File: config.mk
export PLATFORM = sky130hd
export DESIGN_NAME = regfile_port_ctrl
export DESIGN_NICKNAME = d
export VERILOG_FILES = /design/src/rtl/regfile_port_ctrl.sv
export SDC_FILE = /design/constraint.sdc
export NUM_CORES = 1
export LEC_CHECK = 0
export ABC_CLOCK_PERIOD_IN_PS = 1900
export BUFFER_PORTS_ARGS = -buffer_cell sky130_fd_sc_hd__buf_2
export CAP_MARGIN = 20
export CORE_ASPECT_RATIO = 1.5
export CORE_UTILIZATION = 30
export CTS_CLUSTER_SIZE = 16
export DETAILED_ROUTE_END_ITERATION = 16
export HOLD_SLACK_MARGIN = 0.1
export PLACE_DENSITY = 0.65
export SETUP_SLACK_MARGIN = 0.3
export SLEW_MARGIN = 25
export SYNTH_ARGS = -nofsm -noshare
export SYNTH_HDL_FRONTEND = slang
export SYNTH_SLANG_ARGS = --single-unit
File: constraint.sdc
create_clock -name clk -period 1.9 [get_ports clk]
set_clock_uncertainty 0.1 [all_clocks]
set_input_delay 0.19 -clock clk [delete_from_list [all_inputs] [get_ports clk]]
set_output_delay 0.19 -clock clk [all_outputs]
set_load 0.02 [all_outputs]
File: src/rtl/regfile_port_ctrl.sv
// Register-file write-port controller: post-reset init sweep, then writeback/debug arbitration.
// Optional debug requester and starvation guard enabled by `REGFILE_DBG_PORT_EN.
module regfile_port_ctrl #(
   parameter int NREGS        = 32,
   parameter int AW           = 5,
   parameter int DW           = 32,
   parameter int INIT_INDEX   = 1,
   parameter int STARVE_LIMIT = 4
) (
   input  logic          clk,
   input  logic          rst,
   input  logic          wb_req,
   input  logic [AW-1:0] wb_addr,
   input  logic [DW-1:0] wb_data,
   output logic          wb_stall,
   input  logic          dbg_req,
   input  logic [AW-1:0] dbg_addr,
   input  logic [DW-1:0] dbg_data,
   output logic          dbg_gnt,
   output logic          we_RF,
   output logic [AW-1:0] A3,
   output logic [DW-1:0] WD3,
   output logic          pc_en,
   output logic          init_done
);

   localparam int CW = $clog2(NREGS + 1);

   typedef enum logic [1:0] {
      INIT,
      RUN
`ifdef REGFILE_DBG_PORT_EN
      , DBG_FORCE
`endif
   } state_t;

   state_t        state, state_nxt;
   logic [CW-1:0] cnt, cnt_nxt;
   logic          we_nxt;
   logic [AW-1:0] a3_nxt;
   logic [DW-1:0] wd_nxt;

`ifdef REGFILE_DBG_PORT_EN
   localparam int SW = $clog2(STARVE_LIMIT + 1);
   logic [SW-1:0] starve, starve_nxt;
`else
   logic dbg_unused;
   assign dbg_unused = ^{dbg_req, dbg_addr, dbg_data};
   assign dbg_gnt    = 1'b0;
`endif

   // Both decode from the state register only, so they cannot glitch.
   assign pc_en     = (state == RUN);
   assign init_done = (state != INIT);

   always_comb begin
      state_nxt = state;
      cnt_nxt   = cnt;
      we_nxt    = 1'b0;
      a3_nxt    = A3;
      wd_nxt    = WD3;
      wb_stall  = 1'b0;
`ifdef REGFILE_DBG_PORT_EN
      dbg_gnt    = 1'b0;
      starve_nxt = '0;
`endif
      unique case (state)
         INIT: begin
            wb_stall = wb_req;
            // Extra cycle at cnt==NREGS lets the last sweep write retire first.
            if (cnt == CW'(NREGS)) begin
               state_nxt = RUN;
            end else begin
               we_nxt  = 1'b1;
               a3_nxt  = AW'(cnt);
               wd_nxt  = (INIT_INDEX != 0) ? DW'(cnt) : '0;
               cnt_nxt = cnt + CW'(1);
            end
         end
         RUN: begin
            if (wb_req) begin
               we_nxt = 1'b1;
               a3_nxt = wb_addr;
               wd_nxt = wb_data;
            end
`ifdef REGFILE_DBG_PORT_EN
            else if (dbg_req) begin
               dbg_gnt = 1'b1;
               we_nxt  = 1'b1;
               a3_nxt  = dbg_addr;
               wd_nxt  = dbg_data;
            end
            if (dbg_req && wb_req) begin
               if (starve == SW'(STARVE_LIMIT - 1))
                  state_nxt = DBG_FORCE;
               else
                  starve_nxt = starve + SW'(1);
            end
`endif
         end
`ifdef REGFILE_DBG_PORT_EN
         DBG_FORCE: begin
            wb_stall  = wb_req;
            dbg_gnt   = dbg_req;
            state_nxt = RUN;
            if (dbg_req) begin
               we_nxt = 1'b1;
               a3_nxt = dbg_addr;
               wd_nxt = dbg_data;
            end
         end
`endif
         default: state_nxt = INIT;
      endcase
   end

   always_ff @(posedge clk) begin
      if (!rst) begin
         state <= INIT;
         cnt   <= '0;
         we_RF <= 1'b0;
         A3    <= '0;
         WD3   <= '0;
`ifdef REGFILE_DBG_PORT_EN
         starve <= '0;
`endif
      end else begin
         state <= state_nxt;
         cnt   <= cnt_nxt;
         we_RF <= we_nxt;
         A3    <= a3_nxt;
         WD3   <= wd_nxt;
`ifdef REGFILE_DBG_PORT_EN
         starve <= starve_nxt;
`endif
      end
   end

endmodule

# [Word-level counts from Yosys, hierarchy flattened]
# Cells that the tools add are included.
[classes] add_sub_neg=1 eq_ne=5 n_mux=12 bitwise_logic=2 n_reduce_logical=6
[op_table] op="2-to-1 mux 32 bit" count=2
[op_table] op="case mux 32 bit (2 select lines)" count=1
[op_table] op="2-to-1 mux 5 bit" count=2
[op_table] op="case mux 5 bit (2 select lines)" count=1
[op_table] op="adder 6 x 1 -> 6 bit, second input constant" count=1
[op_table] op="== test 6 bit, second input constant" count=1
[op_table] op="!= test 2 bit, second input constant" count=3
[op_table] op="case mux 2 bit (2 select lines)" count=1
[op_table] op="AND reduction 2 bit" count=2
[op_table] op="nonzero test 2 bit" count=2
[op_table] op="2-to-1 mux 1 bit" count=3
[op_table] op="AND reduction 3 bit" count=1
[op_table] op="== test 2 x 1 -> 1 bit, second input constant" count=1
[op_table] op="logical NOT 2 bit" count=1
[op_table] op="2-to-1 mux 2 bit" count=1
[op_table] op="NOT 1 bit" count=2
[op_table] op="case mux 1 bit (2 select lines)" count=1
[totals] ff_bits=46 inputBits=78 output_inout_bits=42 wordCells=31

# [Depth between registers and ports, before layout]
# Gate-level depths: netlist of run 1.
[depth] depth_word=3 ltp_mapped=7 mapped_depth_nobuf=5

# [Least setup slack after synthesis of run 1]
# Ideal clock, no wire load.
[synth_path] path_kind="reg-to-reg" from="reg cnt[0]" to="reg cnt[0]" setup_ns=0.072 arrival_time_ns=1.423 t_required_ns=1.728 setup_slack_ns=0.305 path_stages_with_launch=7 n_path_buf=1 synth_period_minus_slack_ns=1.595 cell_sequence="dfxtp_1 inv_1 ha_1 nor2b_1 buf_2 a21oi_1 mux2i_1"
[synth_via] elab_chain_cells=3 word_cells_on_any_way=4 cone_classes="add/sub (1); eq/ne (1); bitwise (1); reduce/logical (1)"
[synth_lines] element="start: declaration" line="38" text="logic [CW-1:0] cnt, cnt_nxt;"
[synth_lines] element="start signal: assignment" line="129" text="cnt <= cnt_nxt;"
[synth_lines] element="parallel branches: the longest is 3 deep, another holds adder 6 x 1 -> 6 bit"
# Several ways; the timed one is not identified.
# A chain may end at the register's enable or synchronous reset.

# [Worst setup path after layout of run 1]
[layout_path] from="reg cnt[1]" to="reg A3[2]"
[layout_via] elab_chain_cells=3
[layout_lines] element="== test 6 bit" line="71" text="if (cnt == CW'(NREGS)) begin"
[layout_lines] element="!= test 2 bit (no line)"
[layout_lines] element="AND reduction 3 bit (no line)"
[layout_lines] element="end signal: assignment" line="131" text="A3 <= a3_nxt;"
[layout_lines] element="end: declaration" line="21" text="output logic [AW-1:0] A3,"
# No other way between the ends.

==> summary.md, run 1 <==
| Metric | Value |
|---|---|
| Fin util | `0.4061` |
| Syn-to-layout area delta | `30.51%` |
| TritonCTS clock tree | `done` |
| Total grt overflow | `0` |
| Top-count cell post-synth | `dfxtp_1` |
| Int Power | `1.337 mW` |
| Final Hold Fails | `0` |
| Fmax | `650.8 MHz` |
| Post-synth cell types | `33` |
| Clock Pin Slew Worst Setup and Hold Paths | `0.09 ns` |
| Clock Path Buffers | `2` |
| Final setup fails | `0` |
| Crit share post-route | `0.8087` |
| Ys async rst share | `0` |
| Pre-antenna DRT Iters | `4` |
| Req. time, crit path | `2.01 ns` |
| Detailed placement HPWL | `4.196 mm` |
| DR WL/cell | `14.12 um` |
| Top cells by count, synth | `45 x dfxtp_1, 29 x nand2_1, 28 x a21oi_1, 28 x mux2_2, 26 x nand4_1` |
| Combinational share of power | `0.142` |
| Largest net degree at the start of global routing | `28` |
| DR vias | `2188` |
| Peak fanout along the critical path | `5` |
| Hold Slack | `0.1302 ns` |
| Syn. warnings | `0` |
| Post-synth top area share | `0.3980` |
| WS Path Type | `flop to flop` |
| Post-synth EDFFs | `0` |
| Register bit count reported by yosys | `45` |
| Worst Reg-to-Reg Cells | `6` |
| Placed instance count | `420` |
| FP Rows | `38` |
| Tightest Pin Transition | `0.5157 ns` |
| HP Class | `input port to flop` |
| Maximum Capacitance Violations | `0` |
| Fill cells | `764` |
| Fin Setup TNS | `0 ns` |
| Switching share of total power | `0.2640` |
| Placer Congestion | `0.7774` |
| Pwr dens | `615.2 mW/mm2` |
| Global-route wire length before repair | `9.522 mm` |
| CTS Sinks | `45` |
| Sequential Power Share | `0.534` |
| CTS root buffer | `clkbuf_8` |
| Slew Limit Fails | `0` |
| Status | `complete, no violations` |
| Hold buffers post-CTS | `0` |
| Type of origin of the critical path | `flop` |
| Drt drc | `0` |
| Via-to-Cell Ratio | `5.088` |
| Leading post-synthesis cells by cell area | `dfxtp_1 40%, mux2_2 14%, nand4_1 7.2%` |
| Final Critical Period | `1.537 ns` |
| Worst hold path depth | `3` |
| Initial antenna violation count | `0` |
| Die Width | `72.92 um` |
| Final wirelength | `6.073 mm` |
| Die ar. | `0.007903 mm2` |
| Clock Latency Late Sink | `0.29 ns` |
| Post-Synthesis Cells | `254` |
| Worst setup EP type | `flop` |
| Avg Cell Area, Syn | `8.911 um2` |
| Chip height | `108.4 um` |
| Post-synth net total | `334` |
| Final nets | `409` |
| RSZ-0062 raised after global routing | `true` |
| Num CTS Buffers | `5` |
| Netlist Area Pre-Place | `0.002263 mm2` |
| Top FF cell, synth | `dfxtp_1` |
| Total core area | `0.007274 mm2` |
| GRT Resource Usage Total | `0.1540` |
| Sw Pwr | `0.4798 mW` |
| Sequential element share of the synthesized area | `0.3980` |
| I/O Pins | `120` |
| Worst VDD drop | `0.2923 mV` |
| Antenna diode instance count | `0` |
| H-tree Lvls | `2` |
| CP arrival | `1.64 ns` |
| Slew headroom | `0.6557` |
| Static Leak | `1.252 nW` |
| Non-filler instance count after layout | `430` |
| Post-route ant nets | `0` |
| Total Power | `1.817 mW` |
| Buffers on Ports | `80` |
| Vias in the first global route | `1994` |
| Clk network pwr share | `0.324` |
| Proportion of layout cells with a drive suffix above 1 | `0.4364` |
| DRT iter0 DRCs | `96` |
| Starting density of the core | `0.3111` |
| Yosys top cell by area | `dfxtp_1` |
==> stage by stage <==
step	worst slack, ns	cell area [um2]
after detailed placement	0.09230	2785
final	0.3634	2954
after global placement	0.1156	2785
after floorplan	0.3054	2263
after global routing	0.2703	2954
after CTS	0.3115	2910
==> path summary, 6_finish.rpt <==
path,start,endpoint,slack [ns]
setup / recovery,cnt[1],A3[2],0.36
hold reg to reg,WD3[8],WD3[8],0.40
hold / removal,wb_data[11],WD3[11],0.13
setup reg to reg,cnt[1],A3[2],0.36
==> flip-flops by register name, indices dropped and copies added (netlist names) <==
| signal | count |
|---|---|
| A3 | 5 |
| WD3 | 32 |
| state | 1 |
| cnt | 6 |
| we_RF | 1 |
==> worst max-delay path, cell delays in order, from the launching register on <==
cell      delay [ns]
dfxtp_2         0.36
inv_1           0.09
ha_4            0.15
nor2b_4         0.22
buf_6           0.15
nand4b_1        0.11
a221oi_2        0.26
==> power groups by stage <==
stage          clock network, mW  registers [mW]  logic [mW]
2_1_floorplan                  0           0.999       0.134
3_3_place_gp                   0           0.990       0.231
3_5_place_dp                   0           0.991       0.235
4_1_cts                    0.616           0.970       0.244
5_1_grt                    0.652           0.973       0.280
6_report                   0.589           0.970       0.258
==> area by class of cell <==
type                    count  area (um2)  area share
clock inverters             2       15.01    0.005083
multi-input cells         178        1281      0.4337
repair buffers             94       535.5      0.1813
flip-flops and latches     45       905.9      0.3067
inverters                   5       18.77    0.006353
well taps                 100       125.1     0.04235
clock buffers               6       72.57     0.02457
==> layout by cell type (no fill, tap or decap), types with 4 or more instances in the layout <==
| cell type | Yosys | layout |
|---|---|---|
| buf_2 | 8 | 81 |
| nand4_1 | 26 | 26 |
| buf_4 | 4 | 9 |
| nand2_1 | 29 | 29 |
| a211oi_1 | 6 | 4 |
| mux2i_1 | 9 | 9 |
| and3_1 | 4 | 4 |
| clkbuf_8 | 0 | 5 |
| nor3_1 | 5 | 5 |
| dfxtp_2 | 0 | 4 |
| o21ai_0 | 5 | 5 |
| nand4b_1 | 4 | 4 |
| nor2_1 | 8 | 8 |
| dfxtp_1 | 45 | 41 |
| a21oi_1 | 28 | 27 |
| mux2_2 | 28 | 28 |
==> cells by family after synthesis <==
family	count (synthesis)	synth area share
AOI/OAI and AO/OA	52	0.1410
DFF	45	0.3980
buffers and inverters	31	0.06246
other	1	0.001657
adders and majority gates	2	0.01105
and+or+nand+nor	84	0.1990
muxes	37	0.1791
xor gates and xnor gates	2	0.007740
==> what timing repair did <==
action	in CTS	in global routing
buffers inserted	1	0
endpoints found under the setup margin	36	26
gates cloned	0	1
gates resized for setup	8	8
==> routing by layer <==
layer,wire (um),global-route usage
met1,2495,0.1804
met4,79,0.05182
met2,3245,0.2784
met5,0,0
met3,253,0.02610
Note: power is estimated with default switching activity, not from simulation.
==> run 2: changes to the inputs <==
--- a/config.mk
+++ b/config.mk
@@ -5,7 +5,7 @@
 export SDC_FILE = /design/constraint.sdc
 export NUM_CORES = 1
 export LEC_CHECK = 0
-export ABC_CLOCK_PERIOD_IN_PS = 1900
+export ABC_CLOCK_PERIOD_IN_PS = 1300
 export BUFFER_PORTS_ARGS = -buffer_cell sky130_fd_sc_hd__buf_2
 export CAP_MARGIN = 20
 export CORE_ASPECT_RATIO = 1.5
@@ -13,7 +13,7 @@
 export CTS_CLUSTER_SIZE = 16
 export DETAILED_ROUTE_END_ITERATION = 16
 export HOLD_SLACK_MARGIN = 0.1
-export PLACE_DENSITY = 0.65
+export PLACE_DENSITY = 0.67
 export SETUP_SLACK_MARGIN = 0.3
 export SLEW_MARGIN = 25
 export SYNTH_ARGS = -nofsm -noshare
==> constraint.sdc (replaced) <==
create_clock -name clk -period 1.3 [get_ports clk]
set_clock_uncertainty 0.1 [all_clocks]
set_input_delay 0.13 -clock clk [delete_from_list [all_inputs] [get_ports clk]]
set_output_delay 0.13 -clock clk [all_outputs]
set_load 0.02 [all_outputs]
==> run 2 against run 1 <==
Against the previous run: the run now ends with setup timing left; non-clock buffer count increased by 47; hold slack worse by 0.071 ns; flip-flop and latch count unchanged; sequential share of layout area shrank 5.9 points; worst setup slack worse by 0.52 ns; die area did not move; fmax rose by 5.4%; critical endpoint is now WD3[22]; sequential power grew 45%.
==> summary.md, run 2 (synthesis results as in run 1) <==
| Metric | Value |
|---|---|
| Status | `complete, but fails checks (was complete, no violations)` |
| Failing checks | `setup timing` |
| DR vias | `2398 (was 2188)` |
| Largest stage delay, worst path | `0.33 ns (was 0.36 ns)` |
| Peak fanout along the critical path | `7 (was 5)` |
| TritonCTS clock tree | `done (unchanged)` |
| Post-route ant nets | `0 (unchanged)` |
| Worst VDD drop | `0.3989 mV (was 0.2923 mV)` |
| Placer Congestion | `0.7444 (was 0.7774)` |
| CP arrival | `1.58 ns (was 1.64 ns)` |
| Type of origin of the critical path | `flop (unchanged)` |
| Total grt overflow | `0 (unchanged)` |
| Worst Setup Slack, final | `-0.1584 ns (was 0.3634 ns)` |
| Fill cells | `666 (was 764)` |
| DRT iter0 DRCs | `95 (was 96)` |
| Static Leak | `1.603 nW (was 1.252 nW)` |
| H-tree Lvls | `2 (unchanged)` |
| RSZ-0062 raised after global routing | `true (unchanged)` |
| Num CTS Buffers | `5 (unchanged)` |
| Vias in the first global route | `2325 (was 1994)` |
| CP cell instances | `inv_2 > ha_4 > nor2b_4 > buf_6 > clkbuf_16 > nand4_1 > a21oi_1 (was inv_1 > ha_4 > nor2b_4 > buf_6 > nand4b_1 > a221oi_2)` |
| Req. time, crit path | `1.42 ns (was 2.01 ns)` |
| Clock Latency Late Sink | `0.30 ns (was 0.29 ns)` |
| Storage element area | `959.7 um2 (was 905.9 um2)` |
| Slew Limit Fails | `0 (unchanged)` |
| Final Critical Period | `1.458 ns (was 1.537 ns)` |
| Initial antenna violation count | `0 (unchanged)` |
| Final wirelength | `6.976 mm (was 6.073 mm)` |
| Crit share post-route | `1.122 (was 0.8087)` |
| Commonest non-fill, non-tap cell in the layout | `buf_6 (was buf_2)` |
| Fin Setup TNS | `-4.223 ns (was 0 ns)` |
| Fmax | `685.7 MHz (was 650.8 MHz)` |
| Final nets | `456 (was 409)` |
| HP Class | `input port to flop (unchanged)` |
| WS Path Type | `flop to flop (unchanged)` |
| I/O Pins | `120 (unchanged)` |
| Proportion of layout cells with a drive suffix above 1 | `0.6260 (was 0.4364)` |
| CTS Sinks | `45 (unchanged)` |
| Worst path top cell family by delay | `buffers and inverters (was flip-flops)` |
| Footprint of the multi-input gates | `0.001356 mm2 (was 0.001281 mm2)` |
| Dpl cell area | `0.002975 mm2 (was 0.002785 mm2)` |
| Largest register FFs | `32 (unchanged)` |
| Final setup fails | `41 (was 0)` |
| Critical-path top delay cell | `dfxtp_2 (unchanged)` |
| Syn-to-layout area delta | `71.37% (was 30.51%)` |
| Worst setup EP type | `flop (unchanged)` |
| Antenna diode instance count | `0 (unchanged)` |
| Top flop regs | `WD3 x32, cnt x6, A3 x5 (unchanged)` |
| Via-to-Cell Ratio | `5.027 (was 5.088)` |
| Design Area, Final | `0.003879 mm2 (was 0.002954 mm2)` |
| Die Width | `72.92 um (unchanged)` |
| CTS root buffer | `clkbuf_8 (unchanged)` |
| Clock Pin Slew Worst Setup and Hold Paths | `0.09 ns (about the same)` |
| Pre-antenna DRT Iters | `4 (unchanged)` |
| Largest net degree at the start of global routing | `28 (unchanged)` |
| GRT Resource Usage Total | `0.1796 (was 0.1540)` |
| Drt drc | `0 (unchanged)` |
| WP buf/inv | `3 (was 2)` |
| Starting density of the core | `0.3111 (unchanged)` |
| Crit Reg-Reg Startpoint | `cnt[1] (unchanged)` |
| DR WL/cell | `14.62 um (was 14.12 um)` |
| Most flops, register | `WD3 (unchanged)` |
| Chip height | `108.4 um (unchanged)` |
| Global-route wire length before repair | `10.98 mm (was 9.522 mm)` |
| Total core area | `0.007274 mm2 (unchanged)` |
| Worst hold path startpoint | `rst (was wb_data[11])` |
| Die ar. | `0.007903 mm2 (unchanged)` |
| FP Rows | `38 (unchanged)` |
| Commonest non-fill, non-tap cells in the layout | `45 x buf_6, 41 x dfxtp_2, 39 x buf_2 (was 81 x buf_2, 41 x dfxtp_1, 29 x nand2_1)` |
| Pwr dens | `792.6 mW/mm2 (was 615.2 mW/mm2)` |
| Maximum Capacitance Violations | `0 (unchanged)` |
| Detailed placement HPWL | `4.282 mm (was 4.196 mm)` |
| Critical Path Start | `cnt[1] (unchanged)` |
| Clock Path Buffers | `2 (unchanged)` |
| Final Hold Fails | `0 (unchanged)` |
| Buffers on Ports | `80 (unchanged)` |
==> run 2: changes by cell type in the layout (fill, tap and decap cells not counted), moves of 3 or more <==
cell           change
a21oi_1            -7
a21oi_2            +7
buf_12             +3
buf_2             -42
buf_4             +29
buf_6             +43
buf_8              +3
dfxtp_1           -39
dfxtp_2           +37
dlygate4sd3_1      +8
==> run 2: per-layer routing <==
layer,part of all wire,global-route usage,vias to the layer above
li1,-,-,1175
met1,0.39,0.1974,1159
met2,0.57,0.3385,55
met3,0.033,0.03448,9
met4,0.015,0.05742,0
met5,0,0,-
==> run 2: cell type report <==
cell class	instances	share of cell area
timing repair buffer	141	0.3358
tap	100	0.03226
sequential	45	0.2474
clock inverter	1	0.007742
inverter	5	0.004839
clock buffer	7	0.02226
multi-input combinational	178	0.3497
==> run 2: timing repair <==
action	CTS	global route
hold buffers	7	1
gates resized for setup	135	16
setup buffers	19	3
gates cloned	2	1
pin swaps	13	8
hold endpoints to repair	14	3
setup endpoints to repair	86	86
==> run 2: worst min-delay path: stages <==
cell and delay [ns]:
buf_2 0.16, o21ai_0 0.09, nor3_1 0.05
==> run 2: final timing paths <==
path,to,slack (ns),cells past startpoint
max,WD3[22],-0.16,7
min,WD3[0],0.06,3
max reg2reg,WD3[22],-0.16,7
min reg2reg,WD3[25],0.40,2
==> run 2: report_power, final <==
group / internal [mW] / leakage [nW] / switching, mW
Sequential: 1.40 / 0.385 / 0.0183
Combinational: 0.297 / 1.16 / 0.239
Clock: 0.628 / 0.0585 / 0.496
==> run 2: metrics by stage <==
stage               total power [mW]  instances  setup WS [ns]  hold slack, ns    util
detailed placement             1.852        436        -0.2301          0.3550  0.4090
global placement               1.840        436        -0.1687          0.3501  0.4090
global route                   3.210        477        -0.2354         0.08146  0.5332
floorplan                      1.693        254        -0.1485          0.2039       -
finish                         3.074        477        -0.1584         0.05914  0.5332
CTS                            3.054        472        -0.1411         0.05614  0.5174
==> run 3: changes to the inputs <==
--- a/config.mk
+++ b/config.mk
@@ -5,7 +5,6 @@
 export SDC_FILE = /design/constraint.sdc
 export NUM_CORES = 1
 export LEC_CHECK = 0
-export ABC_CLOCK_PERIOD_IN_PS = 1300
 export BUFFER_PORTS_ARGS = -buffer_cell sky130_fd_sc_hd__buf_2
 export CAP_MARGIN = 20
 export CORE_ASPECT_RATIO = 1.5
@@ -14,7 +13,6 @@
 export DETAILED_ROUTE_END_ITERATION = 16
 export HOLD_SLACK_MARGIN = 0.1
 export PLACE_DENSITY = 0.67
-export SETUP_SLACK_MARGIN = 0.3
 export SLEW_MARGIN = 25
 export SYNTH_ARGS = -nofsm -noshare
 export SYNTH_HDL_FRONTEND = slang
==> run 3 against run 2 <==
Against the previous run: the flow still finishes with violations (setup timing); routed wire length down 12%; non-clock buffer count down 23; clock power down 14%; first-iteration DRC count up 6.3%; final cell count down 4.8%; global-route usage down 2.1 points; critical path depth down 1; via count down 6.3%; clock-buffer cell count unchanged; sequential share of layout area up 3.2 points.
==> summary.md, run 3 (synthesis results as in run 1) <==
| Metric | Value |
|---|---|
| CTS root buffer | `clkbuf_8 (unchanged)` |
| Final wirelength | `6.172 mm (was 6.976 mm)` |
| Total grt overflow | `0 (unchanged)` |
| Chip height | `108.4 um (unchanged)` |
| Clock Path Buffers | `2 (unchanged)` |
| Initial antenna violation count | `0 (unchanged)` |
| DRT iter0 DRCs | `101 (was 95)` |
| Switching share of total power | `0.2526 (was 0.2450)` |
| Clock Pin Slew Worst Setup and Hold Paths | `0.09 ns (about the same)` |
| Hold EP | `WD3[3] (was WD3[0])` |
| Type of origin of the critical path | `flop (unchanged)` |
| Die Width | `72.92 um (unchanged)` |
| Total core area | `0.007274 mm2 (unchanged)` |
| RSZ-0062 raised after global routing | `true (unchanged)` |
| Largest net degree at the start of global routing | `28 (unchanged)` |
| Num CTS Buffers | `5 (unchanged)` |
| Worst hold path depth | `3 (unchanged)` |
| Clock Latency Late Sink | `0.30 ns (about the same)` |
| Detailed placement HPWL | `4.401 mm (was 4.282 mm)` |
| Final nets | `433 (was 456)` |
| Global-route wire length before repair | `9.625 mm (was 10.98 mm)` |
| Int Power | `2.116 mW (was 2.321 mW)` |
| Most flops, register | `WD3 (unchanged)` |
| HP Class | `input port to flop (unchanged)` |
| Final setup fails | `41 (unchanged)` |
| Worst hold path startpoint | `wb_data[3] (was rst)` |
| Crit share post-route | `1.112 (was 1.122)` |
| Commonest non-fill, non-tap cell in the layout | `buf_2 (was buf_6)` |
| H-tree Lvls | `2 (unchanged)` |
| TritonCTS clock tree | `done (unchanged)` |
| GRT Resource Usage Total | `0.1586 (was 0.1796)` |
| R2r endpoint | `WD3[5] (was WD3[22])` |
| FP Rows | `38 (unchanged)` |
| Post-route ant nets | `0 (unchanged)` |
| Peak fanout along the critical path | `18 (was 7)` |
| Final Critical Period | `1.446 ns (was 1.458 ns)` |
| Starting density of the core | `0.3111 (unchanged)` |
| Dpl cell area | `0.002980 mm2 (was 0.002975 mm2)` |
| CP arrival | `1.55 ns (was 1.58 ns)` |
| Via-to-Cell Ratio | `4.949 (was 5.027)` |
| Combinational share of power | `0.159 (was 0.174)` |
| Pwr dens | `873.7 mW/mm2 (was 792.6 mW/mm2)` |
| Crit Reg-Reg Startpoint | `cnt[0] (was cnt[1])` |
| Place WS | `-0.1501 ns (was -0.2301 ns)` |
| CTS Sinks | `45 (unchanged)` |
| DR WL/cell | `13.59 um (was 14.62 um)` |
| DR vias | `2247 (was 2398)` |
| Final Hold Fails | `0 (unchanged)` |
| Status | `complete, but fails checks (unchanged)` |
| Maximum Capacitance Violations | `0 (unchanged)` |
| Proportion of layout cells with a drive suffix above 1 | `0.4746 (was 0.6260)` |
| Fin Setup TNS | `-2.251 ns (was -4.223 ns)` |
| Slew Limit Fails | `0 (unchanged)` |
| Vias in the first global route | `2090 (was 2325)` |
| Failing checks | `setup timing (unchanged)` |
| Static Leak | `1.409 nW (was 1.603 nW)` |
| Top flop regs | `WD3 x32, cnt x6, A3 x5 (unchanged)` |
| Design Area, Final | `0.003241 mm2 (was 0.003879 mm2)` |
| Sw Pwr | `0.7151 mW (was 0.7532 mW)` |
| Sequential Power Share | `0.499 (was 0.460)` |
| Drt drc | `0 (unchanged)` |
| Syn-to-layout area delta | `43.17% (was 71.37%)` |
| Worst setup EP type | `flop (unchanged)` |
| Reg-to-reg slack, setup | `-0.15 ns (was -0.16 ns)` |
| Antenna diode instance count | `0 (unchanged)` |
| Buffers on Ports | `80 (unchanged)` |
| Worst Reg-to-Reg Cells | `6 (was 7)` |
| Worst VDD drop | `0.5641 mV (was 0.3989 mV)` |
| WS Path Type | `flop to flop (unchanged)` |
| Req. time, crit path | `1.40 ns (was 1.42 ns)` |
| Die ar. | `0.007903 mm2 (unchanged)` |
| Clk network pwr share | `0.342 (was 0.366)` |
| Fmax | `691.7 MHz (was 685.7 MHz)` |
| Worst Setup Slack, final | `-0.1457 ns (was -0.1584 ns)` |
| Largest register FFs | `32 (unchanged)` |
| Placer Congestion | `0.7809 (was 0.7444)` |
| I/O Pins | `120 (unchanged)` |
| Commonest non-fill, non-tap cells in the layout | `79 x buf_2, 41 x dfxtp_1, 29 x nand2_1 (was 45 x buf_6, 41 x dfxtp_2, 39 x buf_2)` |
| Pre-antenna DRT Iters | `4 (unchanged)` |
## run 3: cell count changes in the layout (fill, tap and decap cells not counted), moves of 6 or more
cell / change
dfxtp_1: +39
dfxtp_2: -37
buf_6: -38
buf_2: +40
a21oi_2: -6
buf_4: -17
a21oi_1: +6
## run 3: how the worst max path moves through the flow
stage               startpoint      to  cells past startpoint
detailed placement      cnt[0]   A3[2]                      6
global placement        cnt[0]  WD3[5]                      6
finish                  cnt[0]  WD3[5]                      6
floorplan               cnt[4]   A3[0]                      5
CTS                     cnt[0]  WD3[5]                      6
global route            cnt[0]  WD3[5]                      6
## run 3: stage by stage
| stage | utilization | hold slack [ns] | power [mW] | instances |
|---|---|---|---|---|
| after floorplan | - | 0.2039 | 1.695 | 254 |
| after global placement | 0.4097 | 0.3484 | 1.856 | 437 |
| after detailed placement | 0.4097 | 0.3574 | 1.864 | 437 |
| after CTS | 0.4381 | 0.1083 | 2.875 | 451 |
| after global routing | 0.4455 | 0.1331 | 2.959 | 454 |
| final | 0.4455 | 0.1151 | 2.831 | 454 |
## run 3: timing repair
item	CTS	global route
resized for setup	11	7
hold buffers	6	0
hold endpoints to repair	7	0
setup endpoints to repair	43	46
buffers inserted	0	4
pin swaps	13	6
## run 3: cell type report
cell class	count	area [um2]
clock buffer	7	96.34
clock inverter	1	5.005
fill	732	4034
inverter	5	18.77
multi-input combinational	178	1303
sequential	45	905.9
tap	100	125.1
timing repair buffer	118	787.0
## run 3: worst max-delay path: stages (launching register included)
cell      delay (ns)
dfxtp_2         0.33
inv_2           0.07
ha_4            0.12
nor2b_4         0.24
buf_12          0.18
nand3b_1        0.09
a41o_1          0.22
## run 3: routing by layer
layer	global-route usage	wire [um]
met2	0.2897	3294
met5	0	0
met4	0.05462	38
met3	0.03728	198
met1	0.1762	2640
## run 3: power by group through the flow
stage	clock network (mW)	registers, mW	logic, mW
5_1_grt	1.06	1.42	0.487
2_1_floorplan	0	1.46	0.231
6_report	0.967	1.41	0.450
3_5_place_dp	0	1.45	0.419
4_1_cts	1.01	1.41	0.446
3_3_place_gp	0	1.44	0.412
